**config.mk**
```make
export PLATFORM = sky130hd
export DESIGN_NAME = alu_seq
export DESIGN_NICKNAME = d
export VERILOG_FILES = /design/src/rtl/alu_seq.sv
export SDC_FILE = /design/constraint.sdc
export NUM_CORES = 1
export LEC_CHECK = 0
export ABC_AREA = 1
export BUFFER_PORTS_ARGS = -buffer_cell sky130_fd_sc_hd__buf_2
export CORE_UTILIZATION = 49
export CTS_CLUSTER_SIZE = 30
export DETAILED_ROUTE_END_ITERATION = 8
export GPL_TIMING_DRIVEN = 0
export PLACE_DENSITY = 0.67
export SYNTH_ARGS = -nofsm -noshare
export SYNTH_HDL_FRONTEND = slang
export SYNTH_SLANG_ARGS = --single-unit
export TNS_END_PERCENT = 10
```
**constraint.sdc**
```tcl
create_clock -name clk -period 4.5 [get_ports clk]
set_clock_uncertainty 0.05 [all_clocks]
set_input_delay 0.9 -clock clk [delete_from_list [all_inputs] [get_ports clk]]
set_output_delay 0.9 -clock clk [all_outputs]
set_load 0.005 [all_outputs]
```
**src/rtl/alu_seq.sv**
```systemverilog
`default_nettype none

`ifndef WIDTH_WORD
`define WIDTH_WORD 8
`endif

// ============================================================================
// Module      : alu_seq
// Description : Registered ALU with a start/busy/done handshake. Ops 000-110
//               complete in one cycle. MUL (111) is an unsigned shift-add
//               multiplier that consumes one multiplier bit per cycle.
// Revision    : 1.0 - initial release
// ============================================================================
module alu_seq #(
  parameter int WIDTH = `WIDTH_WORD,
  parameter int SHW   = $clog2(WIDTH)
) (
  input  logic             clk,
  input  logic             rst,
  input  logic             start,
  input  logic [2:0]       op,
  input  logic [WIDTH-1:0] a,
  input  logic [WIDTH-1:0] b,
  output logic [WIDTH-1:0] y,
  output logic             carry,
  output logic             zero,
  output logic             busy,
  output logic             done
);

  localparam logic [2:0] c_OP_ADD = 3'b000;
  localparam logic [2:0] c_OP_SUB = 3'b001;
  localparam logic [2:0] c_OP_AND = 3'b010;
  localparam logic [2:0] c_OP_OR  = 3'b011;
  localparam logic [2:0] c_OP_NOT = 3'b100;
  localparam logic [2:0] c_OP_MV  = 3'b101;
  localparam logic [2:0] c_OP_SHL = 3'b110;
  localparam logic [2:0] c_OP_MUL = 3'b111;

  // The bit counter runs 0..WIDTH-1; the iteration seen with this value is the last.
  localparam logic [SHW-1:0] c_CNT_LAST = SHW'(WIDTH - 1);

  typedef enum logic [0:0] {
    S_IDLE = 1'b0,
    S_MUL  = 1'b1
  } state_t;

  state_t                 r_state;
  state_t                 w_state_nxt;

  logic [WIDTH-1:0]       r_y;
  logic                   r_carry;
  logic                   r_zero;
  logic                   r_done;
  logic [2*WIDTH-1:0]     r_acc;
  logic [2*WIDTH-1:0]     r_mcand;
  logic [WIDTH-1:0]       r_mplier;
  logic [SHW-1:0]         r_cnt;

  logic                   w_accept;
  logic                   w_mul_last;
  logic [SHW-1:0]         w_sh;
  logic [WIDTH:0]         w_ext;
  logic [WIDTH-1:0]       w_sop_y;
  logic                   w_sop_c;
  logic [2*WIDTH-1:0]     w_acc_nxt;

  // A request is taken only while no multiply is running; busy requests are dropped.
  assign w_accept   = start && (r_state == S_IDLE);
  assign w_mul_last = (r_state == S_MUL) && (r_cnt == c_CNT_LAST);
  assign w_sh       = b[SHW-1:0];

  // Single-cycle datapath: result and flag for ops 000-110.
  always_comb begin
    w_ext   = '0;
    w_sop_c = 1'b0;
    case (op)
      c_OP_ADD: w_ext = {1'b0, a} + {1'b0, b};
      c_OP_SUB: w_ext = {1'b0, a} - {1'b0, b};
      c_OP_AND: w_ext = {1'b0, a & b};
      c_OP_OR:  w_ext = {1'b0, a | b};
      c_OP_NOT: w_ext = {1'b0, ~a};
      c_OP_MV:  w_ext = {1'b0, a};
      // Shifting the zero-extended operand leaves a[WIDTH-sh] in the top bit.
      c_OP_SHL: w_ext = {1'b0, a} << w_sh;
      default:  w_ext = '0;
    endcase
    w_sop_y = w_ext[WIDTH-1:0];
    // Logic ops report "result non-zero" in carry; arithmetic ops report bit WIDTH.
    if (op == c_OP_AND || op == c_OP_OR || op == c_OP_NOT || op == c_OP_MV) begin
      w_sop_c = |w_sop_y;
    end else begin
      w_sop_c = w_ext[WIDTH];
    end
  end

  // One shift-add step: add the shifted multiplicand when the current multiplier bit is set.
  assign w_acc_nxt = r_acc + (r_mplier[0] ? r_mcand : '0);

  // Control FSM state register.
  always_ff @(posedge clk or posedge rst) begin
    if (rst) begin
      r_state <= S_IDLE;
    end else begin
      r_state <= w_state_nxt;
    end
  end

  // Control FSM next-state logic.
  always_comb begin
    w_state_nxt = r_state;
    case (r_state)
      S_IDLE:  if (w_accept && op == c_OP_MUL) w_state_nxt = S_MUL;
      S_MUL:   if (w_mul_last)                 w_state_nxt = S_IDLE;
      default: w_state_nxt = S_IDLE;
    endcase
  end

  // Result registers and multiplier datapath; reset discards any in-flight multiply.
  always_ff @(posedge clk or posedge rst) begin
    if (rst) begin
      r_y      <= '0;
      r_carry  <= 1'b0;
      r_zero   <= 1'b0;
      r_done   <= 1'b0;
      r_acc    <= '0;
      r_mcand  <= '0;
      r_mplier <= '0;
      r_cnt    <= '0;
    end else begin
      r_done <= 1'b0;
      if (w_accept) begin
        if (op == c_OP_MUL) begin
          r_acc    <= '0;
          r_mcand  <= {{WIDTH{1'b0}}, a};
          r_mplier <= b;
          r_cnt    <= '0;
        end else begin
          r_y     <= w_sop_y;
          r_carry <= w_sop_c;
          r_zero  <= ~|w_sop_y;
          r_done  <= 1'b1;
        end
      end else if (r_state == S_MUL) begin
        r_acc    <= w_acc_nxt;
        r_mcand  <= r_mcand << 1;
        r_mplier <= r_mplier >> 1;
        r_cnt    <= r_cnt + SHW'(1);
        if (w_mul_last) begin
          r_y     <= w_acc_nxt[WIDTH-1:0];
          r_carry <= |w_acc_nxt[2*WIDTH-1:WIDTH];
          r_zero  <= ~|w_acc_nxt[WIDTH-1:0];
          r_done  <= 1'b1;
        end
      end
    end
  end

  assign y     = r_y;
  assign carry = r_carry;
  assign zero  = r_zero;
  assign done  = r_done;
  assign busy  = (r_state == S_MUL);

endmodule

`default_nettype wire

```
Word-level counts from Yosys, hierarchy flattened

Cells that the tools add are included.
Widths: inputs -> output; s select.

Input bits: 22
Output and inout port bits: 12
Word-level logic and storage cells: 78
Flip-flop bits (word level): 55

$add $sub $neg: 4
Mux-type cells: 34
Bitwise logic cells: 4
Equal/unequal tests: 10
Shift operators: 1
Reductions and logical operators: 16

Operators by type and width:

| cell                | number |
|---|---|
| $mux 16             | 7 |
| $pmux 9 s7          | 1 |
| $mux 8              | 7 |
| $reduce_or 8->1     | 3 |
| $add 16x16->16      | 1 |
| $eq 3x3->1 const B  | 5 |
| $mux 1              | 15 |
| $add 8x8->9         | 1 |
| $mux 3              | 3 |
| $shl 8x3->9         | 1 |
| $sub 8x8->9         | 1 |
| $and 8x8->8         | 1 |
| $not 8->8           | 1 |
| $or 8x8->8          | 1 |
| $eq 3x2->1 const B  | 2 |
| $reduce_bool 2->1   | 2 |
| $add 3x1->3 const B | 1 |
| $eq 3x1->1 const B  | 1 |
| $logic_and 1x1->1   | 3 |
| $logic_not 3->1     | 1 |
| $logic_or 1x1->1    | 3 |
| $reduce_and 3->1    | 1 |
| $logic_not 1->1     | 2 |
| $ne 2x1->1 const B  | 1 |
| other kinds (4)     | 4 |

Depth between registers and ports, before layout

Gate-level depths: netlist (run 1).

Depth in word-level cells: 7
Depth in mapped cells: 22
Gate-level depth less buffers: 21

Worst setup path after synthesis (run 1)

No wires, ideal clock.

Path kind: input to register
Start: in b[0]
End: reg r_carry (netlist: carry)
Buffers on the path: 1
Arrival: 3.076 ns
Path slack: 1.257 ns
Cell stages on the path: 20
Setup time: 0.116 ns
Cell sequence: buf_4 inv_2 ha_1 nand3_1 o31ai_1 xnor2_1 inv_1 ha_1 nand2_1 inv_1 a21oi_1 nand3_1 nand3_1 nand2_1 nor2_1 nand3_1 nand2_1 nand2_1 nand2_1 nand2_1

Word-level cells in the longest chain between the ends: 6
Elaborated cells on any way between the ends: 10
Classes of those cells: 2 x add/sub; 1 x shift; 4 x mux; 2 x bitwise; 1 x reduce/logical

RTL lines:

| item                                | line | text |
|---|---|---|
| start, declared                     | 23   | `input logic [WIDTH-1:0] b,` |
| $sub 8x8->9 (tied with other cells) | 79   | `c_OP_SUB: w_ext = {1'b0, a} - {1'b0, b};` |
| $pmux 9 s7 (*)                      | 77   | `case (op)` |
| $reduce_or 8->1                     | 91   | `w_sop_c = \|w_sop_y;` |
| $mux 1 (*)                          | 90   | `if (op == c_OP_AND \|\| op == c_OP_OR \|\| op == c_OP_NOT \|\| op == c_OP_MV) begin` |
| $mux 1 (*)                          | 133  | `if (op == c_OP_MUL) begin` |
| $mux 1 (*)                          | 132  | `if (w_accept) begin` |
| end signal, assigned                | 140  | `r_carry <= w_sop_c;` |
| end signal, assigned                | 151  | `r_carry <= \|w_acc_nxt[2*WIDTH-1:WIDTH];` |
| end, declared                       | 52   | `logic r_carry;` |

Mark *: on every way between the ends. The rest lies on a longest branch, timed or not. The select of a mux whose other input is x is not followed.
A chain may end at the register's enable or synchronous reset.

Worst setup path in the final report (run 1)

Ends and elaborated chain as after synthesis.

==> results by group, run 1 <==
Status
  • Run status: complete, no violations

Floorplanning
  • Initial Util: 50.8%
  • Die Wd: 100 um
  • Top Ports: 34
  • CORE AREA: 9280 um2
  • Core Rows: 35
  • Die ar.: 10,000 um2
  • Die Ht: 100 um

CTS
  • Post-CTS Hold Fix Bufs: 0
  • Root buffer cell: clkbuf_8
  • Clock-pin slew on the worst setup and hold paths: 90 ps
  • CTS Buf Count: 5
  • Resized cells post-CTS: 0
  • Clock latency at the later pin of the worst-skew pair: 300 ps
  • H-tree depth: 2
  • Sink Count: 55
  • TritonCTS clock tree: built
  • # Post-CTS Setup Buffers: 0
  • Clk buf depth: 2

Logic synthesis
  • Simple-gate share of the synthesized area: 38.8%
  • Ys flop type: dfrtp_1
  • Adder-cell share of the synthesized area: 8.55%
  • Synth Instances: 733
  • Count of distinct cell types in the synthesized netlist: 40
  • Complex-gate fraction of the synthesized area: 9.56%
  • Syn Area/Cell: 6.43 um2
  • Syn nets: 786
  • Post-synthesis async set-or-reset flop share: 100%
  • Register area share after synthesis: 29.2%
  • Combinational family with the most area after synthesis: simple AND/OR/NAND/NOR gates
  • Register bit count reported by yosys: 55
  • Synth warnings: 0
  • Post-Synth XOR/XNOR Area: 2.60%
  • Number of synthesized flops with an enable pin: 0
  • Mux share of post-synthesis cell area: 0.239%
  • Mapped cell area: 4710 um2

Setup path
  • Arr. time, crit path: 3680 ps
  • Slowest CP cell: ha_1
  • Crit path largest cell delay: 350 ps
  • WS Path Type: in -> reg
  • CP Capture Type: flop
  • CP required: 4650 ps
  • CP Cell Sequence: buf_2 > buf_4 > inv_2 > ha_1 > nand3_1 > o31ai_1 > xnor2_1 > inv_1 > ha_1 > nand2_1 > inv_1 > a21oi_1 > nand3_1 > nand3_1 > nand2_1 > nor2_1 > nand3_1 > nand2_1 > nand2_1 > nand2_1 > nand2_1
  • Worst Setup Start Kind: input pin
  • Cell family with most CP delay: simple AND/OR/NAND/NOR gates
  • FF-to-FF path depth: 21
  • CP Max Fanout: 11
  • Worst path buffer plus inverter count: 5
  • Levels on crit path: 21
  • CP most frequent cell: nand2_1

Finish
  • Layout fillers: 969
  • Area growth, synth to finish: 8.74%
  • Diode count: 0
  • Area occupied by multi-input gates: 2820 um2
  • Final core utilization: 55.2%
  • Fin area: 5120 um2
  • Register area: 1380 um2
  • Nets@finish: 823
  • Share of layout cells above drive strength 1: 9.73%

Timing
  • Finish-stage setup viols: 0
  • Final Max Tran Viols: 0
  • Final Hold Violating Endpoints: 0
  • Slew HR: 65.3%
  • Setup TNS: 0 ps
  • Unrepaired setup endpoints after global routing: no
  • Highest clock rate: 283 MHz
  • Crit share post-route: 78.4%
  • Tmin final: 3530 ps
  • Worst slew pin tran: 520 ps
  • Hold WS: 436 ps

Min path
  • HP Class: reg -> reg
  • Worst Hold Path Cells: 1

Global route
  • Global-route wire length before repair: 21,700 um
  • GR Overflow Total: 0
  • Initial antenna violation count: 0
  • Pin count of the biggest net entering global routing: 43
  • Global-route usage over all layers: 27.7%
  • Number of global-route vias before repair: 4,426

Placement
  • DP HPWL: 10,600 um
  • Area after DPL: 5040 um2
  • Input/output buffers: 29
  • GPL Wtd Cong: 1.03

Detailed routing
  • Drt drc: 0
  • 1st-iter DRT viols: 234
  • Total Wirelength: 13,200 um
  • Wire length per cell: 14.7 um
  • Via-per-instance ratio: 5.25
  • DR vias: 4,728
  • Antenna-violating nets left: 0
  • First-pass DRT Iterations: 4

Power and ir drop
  • P_leak: 2.85 nW
  • Power, Total: 3.11 mW
  • PD cells: 608 nW/um2
  • Max VDD drop: 0.183 mV

Flow run
  • Max Cap Viol: 0
## worst paths after layout
kind | startpoint | end | slack [ps]
max in group asynchronous | rst | r_mplier[4]$_DFFE_PP0P_ | 3390
min reg2reg | r_cnt[0]$_DFFE_PP0P_ | r_cnt[0]$_DFFE_PP0P_ | 440
min in group asynchronous | rst | r_mcand[11]$_DFFE_PP0P_ | 490
max | b[0] | carry$_DFFE_PP0P_ | 970
max reg2reg | r_mplier[0]$_DFFE_PP0P_ | carry$_DFFE_PP0P_ | 1520
min | r_cnt[0]$_DFFE_PP0P_ | r_cnt[0]$_DFFE_PP0P_ | 440
## flip-flops by register name, indices dropped and copies added, names as in the netlist
signal    cells
r_acc        16
r_cnt         3
carry         1
busy          1
y             8
r_mplier      8
r_mcand      16
done          1
zero          1
## final cells by class
type                    instances  share of cell area, %
clock inverters                 2                  0.244
well taps                     129                   3.15
repair buffers                 30                   3.22
flip-flops and latches         55                   26.9
multi-input cells             550                   55.0
inverters                     101                   7.45
plain buffers                  27                   2.66
clock buffers                   6                   1.42
## per-layer routing
| layer | track usage (%) | vias to the layer above | routed length, um |
|---|---|---|---|
| met5 | 0 | - | 0 |
| met2 | 49.6 | 119 | 6450 |
| met4 | 7.58 | 0 | 307 |
| li1 | - | 2427 | - |
| met3 | 1.88 | 23 | 486 |
| met1 | 36.4 | 2159 | 5960 |
## power by group
group	total (mW)	switching [mW]	internal (mW)
logic	1.97	1.25	0.717
registers	0.873	0.143	0.730
clock network	0.272	0.162	0.109
total	3.11	1.56	1.56
## through the flow
step | instances | setup slack, ps
2_1_floorplan | 733 | 1260
3_3_place_gp | 891 | 717
5_1_grt | 900 | 673
6_report | 900 | 970
3_5_place_dp | 892 | 681
4_1_cts | 900 | 990
## synth_stat cells, types with 9 or more instances
cell | count | area [um2]
dfrtp_1 | 55 | 1380
a31oi_1 | 19 | 119
o21ai_0 | 22 | 110
nand3_1 | 80 | 400
nand4_1 | 10 | 62.6
clkbuf_1 | 14 | 52.6
nor2_1 | 62 | 233
xnor2_1 | 9 | 78.8
nand2_1 | 239 | 897
ha_1 | 29 | 363
a21oi_1 | 21 | 105
inv_1 | 94 | 353
## kinds of logic after synthesis
| kind of cell | Yosys count |
|---|---|
| xor gates and xnor gates | 14 |
| DFF | 55 |
| buffers and inverters | 128 |
| and+or+nand+nor | 425 |
| muxes | 1 |
| adders and majority gates | 31 |
| AOI/OAI and AO/OA | 79 |
## cell usage in the layout (no fill, tap or decap), types with 5 or more instances in the layout
cell type	instances
a21oi_1	21
a31oi_1	19
buf_2	35
clkbuf_1	15
clkbuf_8	5
dfrtp_1	55
ha_1	29
inv_1	93
inv_2	7
nand2_1	239
nand3_1	80
nand3_2	5
nand3b_1	7
nand4_1	10
nor2_1	62
nor3_1	6
o21ai_0	22
o22ai_1	7
xnor2_1	9
xor2_1	5
No activity file was read; power rests on OpenSTA's default activity.
==> run 2: changes to the inputs <==
--- a/config.mk
+++ b/config.mk
@@ -5,13 +5,13 @@
 export SDC_FILE = /design/constraint.sdc
 export NUM_CORES = 1
 export LEC_CHECK = 0
-export ABC_AREA = 1
+export ABC_AREA = 0
 export BUFFER_PORTS_ARGS = -buffer_cell sky130_fd_sc_hd__buf_2
 export CORE_UTILIZATION = 49
 export CTS_CLUSTER_SIZE = 30
 export DETAILED_ROUTE_END_ITERATION = 8
 export GPL_TIMING_DRIVEN = 0
-export PLACE_DENSITY = 0.67
+export PLACE_DENSITY = 0.7
 export SYNTH_ARGS = -nofsm -noshare
 export SYNTH_HDL_FRONTEND = slang
 export SYNTH_SLANG_ARGS = --single-unit
==> constraint.sdc (replaced) <==
create_clock -name clk -period 3 [get_ports clk]
set_clock_uncertainty 0.05 [all_clocks]
set_input_delay 0.6 -clock clk [delete_from_list [all_inputs] [get_ports clk]]
set_output_delay 0.6 -clock clk [all_outputs]
set_load 0.005 [all_outputs]
==> results by group, run 2 <==
Logic synthesis
  • Register bit count reported by yosys: 55
  • Synth top area cells: dfrtp_1, ha_1, nand2_1
  • Mux share of post-synthesis cell area: 6.04%
  • Ys flop type: dfrtp_1
  • Syn nets: 595
  • Area leader, netlist: dfrtp_1
  • Simple-gate share of the synthesized area: 21.4%
  • Post-synthesis async set-or-reset flop share: 100%
  • Commonest cells post-synth: nand2_1, dfrtp_1, o21ai_0, a21oi_1
  • Post-Synth XOR/XNOR Area: 4.29%
  • Adder-cell share of the synthesized area: 9.63%
  • Synth Instances: 542
  • Complex-gate fraction of the synthesized area: 23.9%
  • Combinational family with the most area after synthesis: compound AO/OA/AOI/OAI gates
  • Number of synthesized flops with an enable pin: 0
  • Syn Area/Cell: 8.29 um2
  • Share of the synthesized area in the top cell type: 30.6%
  • Register area share after synthesis: 30.6%
  • Mapped cell area: 4490 um2
  • Synth warnings: 0
  • Most common cell in the netlist: nand2_1
  • Count of distinct cell types in the synthesized netlist: 72

Timing
  • Slew HR: 40.6%
  • Crit share post-route: 106%
  • Setup TNS: -347 ps
  • Final Hold Violating Endpoints: 0
  • Unrepaired setup endpoints after global routing: yes
  • Final Max Tran Viols: 0
  • Worst slew pin tran: 890 ps
  • Hold WS: 270 ps
  • Finish-stage setup viols: 2
  • Highest clock rate: 313 MHz
  • Tmin final: 3190 ps
  • Worst setup margin: -194 ps

Finish
  • Nets@finish: 652
  • Biggest regs: r_acc (16), r_mcand (16)
  • Diode count: 0
  • Commonest non-fill, non-tap cell in the layout: nand2_1
  • Commonest non-fill, non-tap cells in the layout: nand2_1, dfrtp_1, o21ai_0, a21oi_1, nor2_1
  • Share of layout cells above drive strength 1: 19.5%
  • Final core utilization: 61.0%
  • Area growth, synth to finish: 19.5%
  • Fin area: 5370 um2

Setup path
  • FF-to-FF path depth: 11
  • CP Max Fanout: 5
  • CP required: 3160 ps
  • R2r startpoint: r_mplier[0]$_DFFE_PP0P_
  • Reg-to-reg slack, setup: -120 ps
  • End point of the critical path: zero$_DFFE_PP0P_
  • Worst Setup Start Kind: input pin
  • Worst reg2reg endpoint: carry$_DFFE_PP0P_
  • CP Capture Type: flop
  • Arr. time, crit path: 3360 ps
  • WS Path Type: in -> reg
  • Critical path origin: op[0]

Detailed routing
  • DR vias: 4,399
  • Total Wirelength: 13,100 um
  • Drt drc: 8
  • 1st-iter DRT viols: 469
  • First-pass DRT Iterations: 7
  • Wire length per cell: 18.6 um
  • Antenna-violating nets left: 0
  • Via-per-instance ratio: 6.21

Floorplanning
  • Die ar.: 9560 um2
  • CORE AREA: 8810 um2
  • Die Ht: 97.8 um
  • Core Rows: 34
  • Initial Util: 51.0%
  • Die Wd: 97.8 um
  • Top Ports: 34

Global route
  • Global-route usage over all layers: 27.9%
  • Initial antenna violation count: 0
  • Number of global-route vias before repair: 4,193
  • Global-route wire length before repair: 21,400 um
  • GR Overflow Total: 0
  • Pin count of the biggest net entering global routing: 34

Min path
  • HP Class: in -> async

CTS
  • Root buffer cell: clkbuf_8
  • Clk buf depth: 2
  • Sink Count: 55
  • Clock-pin slew on the worst setup and hold paths: 110 ps
  • Clock latency at the later pin of the worst-skew pair: 320 ps
  • H-tree depth: 2
  • TritonCTS clock tree: built
  • CTS Buf Count: 5

Placement
  • DP HPWL: 9880 um
  • Input/output buffers: 31
  • GPL Wtd Cong: 0.970
  • Area after DPL: 4880 um2

Flow run
  • Max Cap Viol: 0

Power and ir drop
  • P_leak: 2.41 nW
  • Max VDD drop: 0.392 mV
  • PD cells: 715 nW/um2
  • Power, Total: 3.84 mW

Status
  • Run status: finished, violations left
  • Failing checks: design-rule violations, negative setup slack
==> run 2: cell count changes in the layout (fill, tap and decap cells not counted), sizes merged, moves of 9 or more <==
cell,previous run,this run
inv,101,14
a31oi,19,6
and2,3,19
and3,0,9
nand3,85,7
buf,42,59
nor3,6,15
nand4,10,1
nor2,65,29
a21oi,21,37
o21ai,24,53
nor2b,0,9
mux2i,0,17
nand2,243,81
==> run 2: where the power goes <==
group	total [mW]	leakage, nW	switching, mW	internal [mW]
sequential	1.23	0.703	0.192	1.04
clock	0.591	0.0654	0.257	0.334
combinational	2.02	1.64	1.19	0.825
total	3.84	2.41	1.64	2.20
==> run 2: logic make-up after synthesis <==
group / Yosys count
simple gates: 196
compound gates: 168
flops: 55
buf+inv: 42
fa+ha+maj: 34
mux: 25
xor+xnor: 22
==> run 2: area by class of cell <==
| type | count | area, um2 |
|---|---|---|
| Tap cell | 108 | 135 |
| Sequential cell | 55 | 1380 |
| Buffer | 22 | 164 |
| Multi-Input combinational cell | 445 | 3110 |
| Clock buffer | 6 | 72.6 |
| Timing Repair Buffer | 53 | 382 |
| Fill cell | 792 | 3440 |
| Inverter | 17 | 70.1 |
| Clock inverter | 2 | 60.1 |
==> run 2: worst min-delay path by stage <==
stage,startpoint,end,slack [ps],cells after the start
CTS,rst,r_mcand[11]$_DFFE_PP0P_,280,2
floorplan,r_mplier[1]$_DFFE_PP0P_,r_mplier[1]$_DFFE_PP0P_,400,2
detailed placement,y[6]$_DFFE_PP0P_,y[6]$_DFFE_PP0P_,410,2
global route,rst,r_mcand[11]$_DFFE_PP0P_,300,2
global placement,y[3]$_DFFE_PP0P_,y[3]$_DFFE_PP0P_,410,2
finish,rst,r_acc[15]$_DFFE_PP0P_,270,2
==> run 2: what timing repair did <==
item,in CTS,in global routing
endpoints found under the setup margin,9,6
resized for setup,36,17
pin swaps,16,10
hold endpoints to repair,0,0
cloned,0,0
buffers inserted,10,11
hold buffers,0,0
==> run 2: stage by stage <==
step | std cells | setup slack [ps]
after floorplan | 542 | -259
after CTS | 698 | -67.0
after global routing | 708 | -299
final | 708 | -194
after detailed placement | 682 | -846
after global placement | 681 | -750
==> run 2: worst max-delay path: stages <==
cell and delay [ps]:
buf_12 90, clkinvlp_4 110, nor3_4 250, mux2_4 340
fa_2 420, buf_4 160, nor2b_4 120, o2111ai_2 160
a311o_1 360, and3_4 200, o2bb2ai_4 210, nor3_4 70
a221o_1 280
==> run 2: metal layers <==
layer  vias to the layer above  GRT usage [%]  share of wire [%]
met2                       172           42.4                 45
met4                         0           5.01                1.2
met1                      2127           41.9                 46
met3                        17           4.87                7.8
li1                       2083              -                  -
met5                         -              0                  0
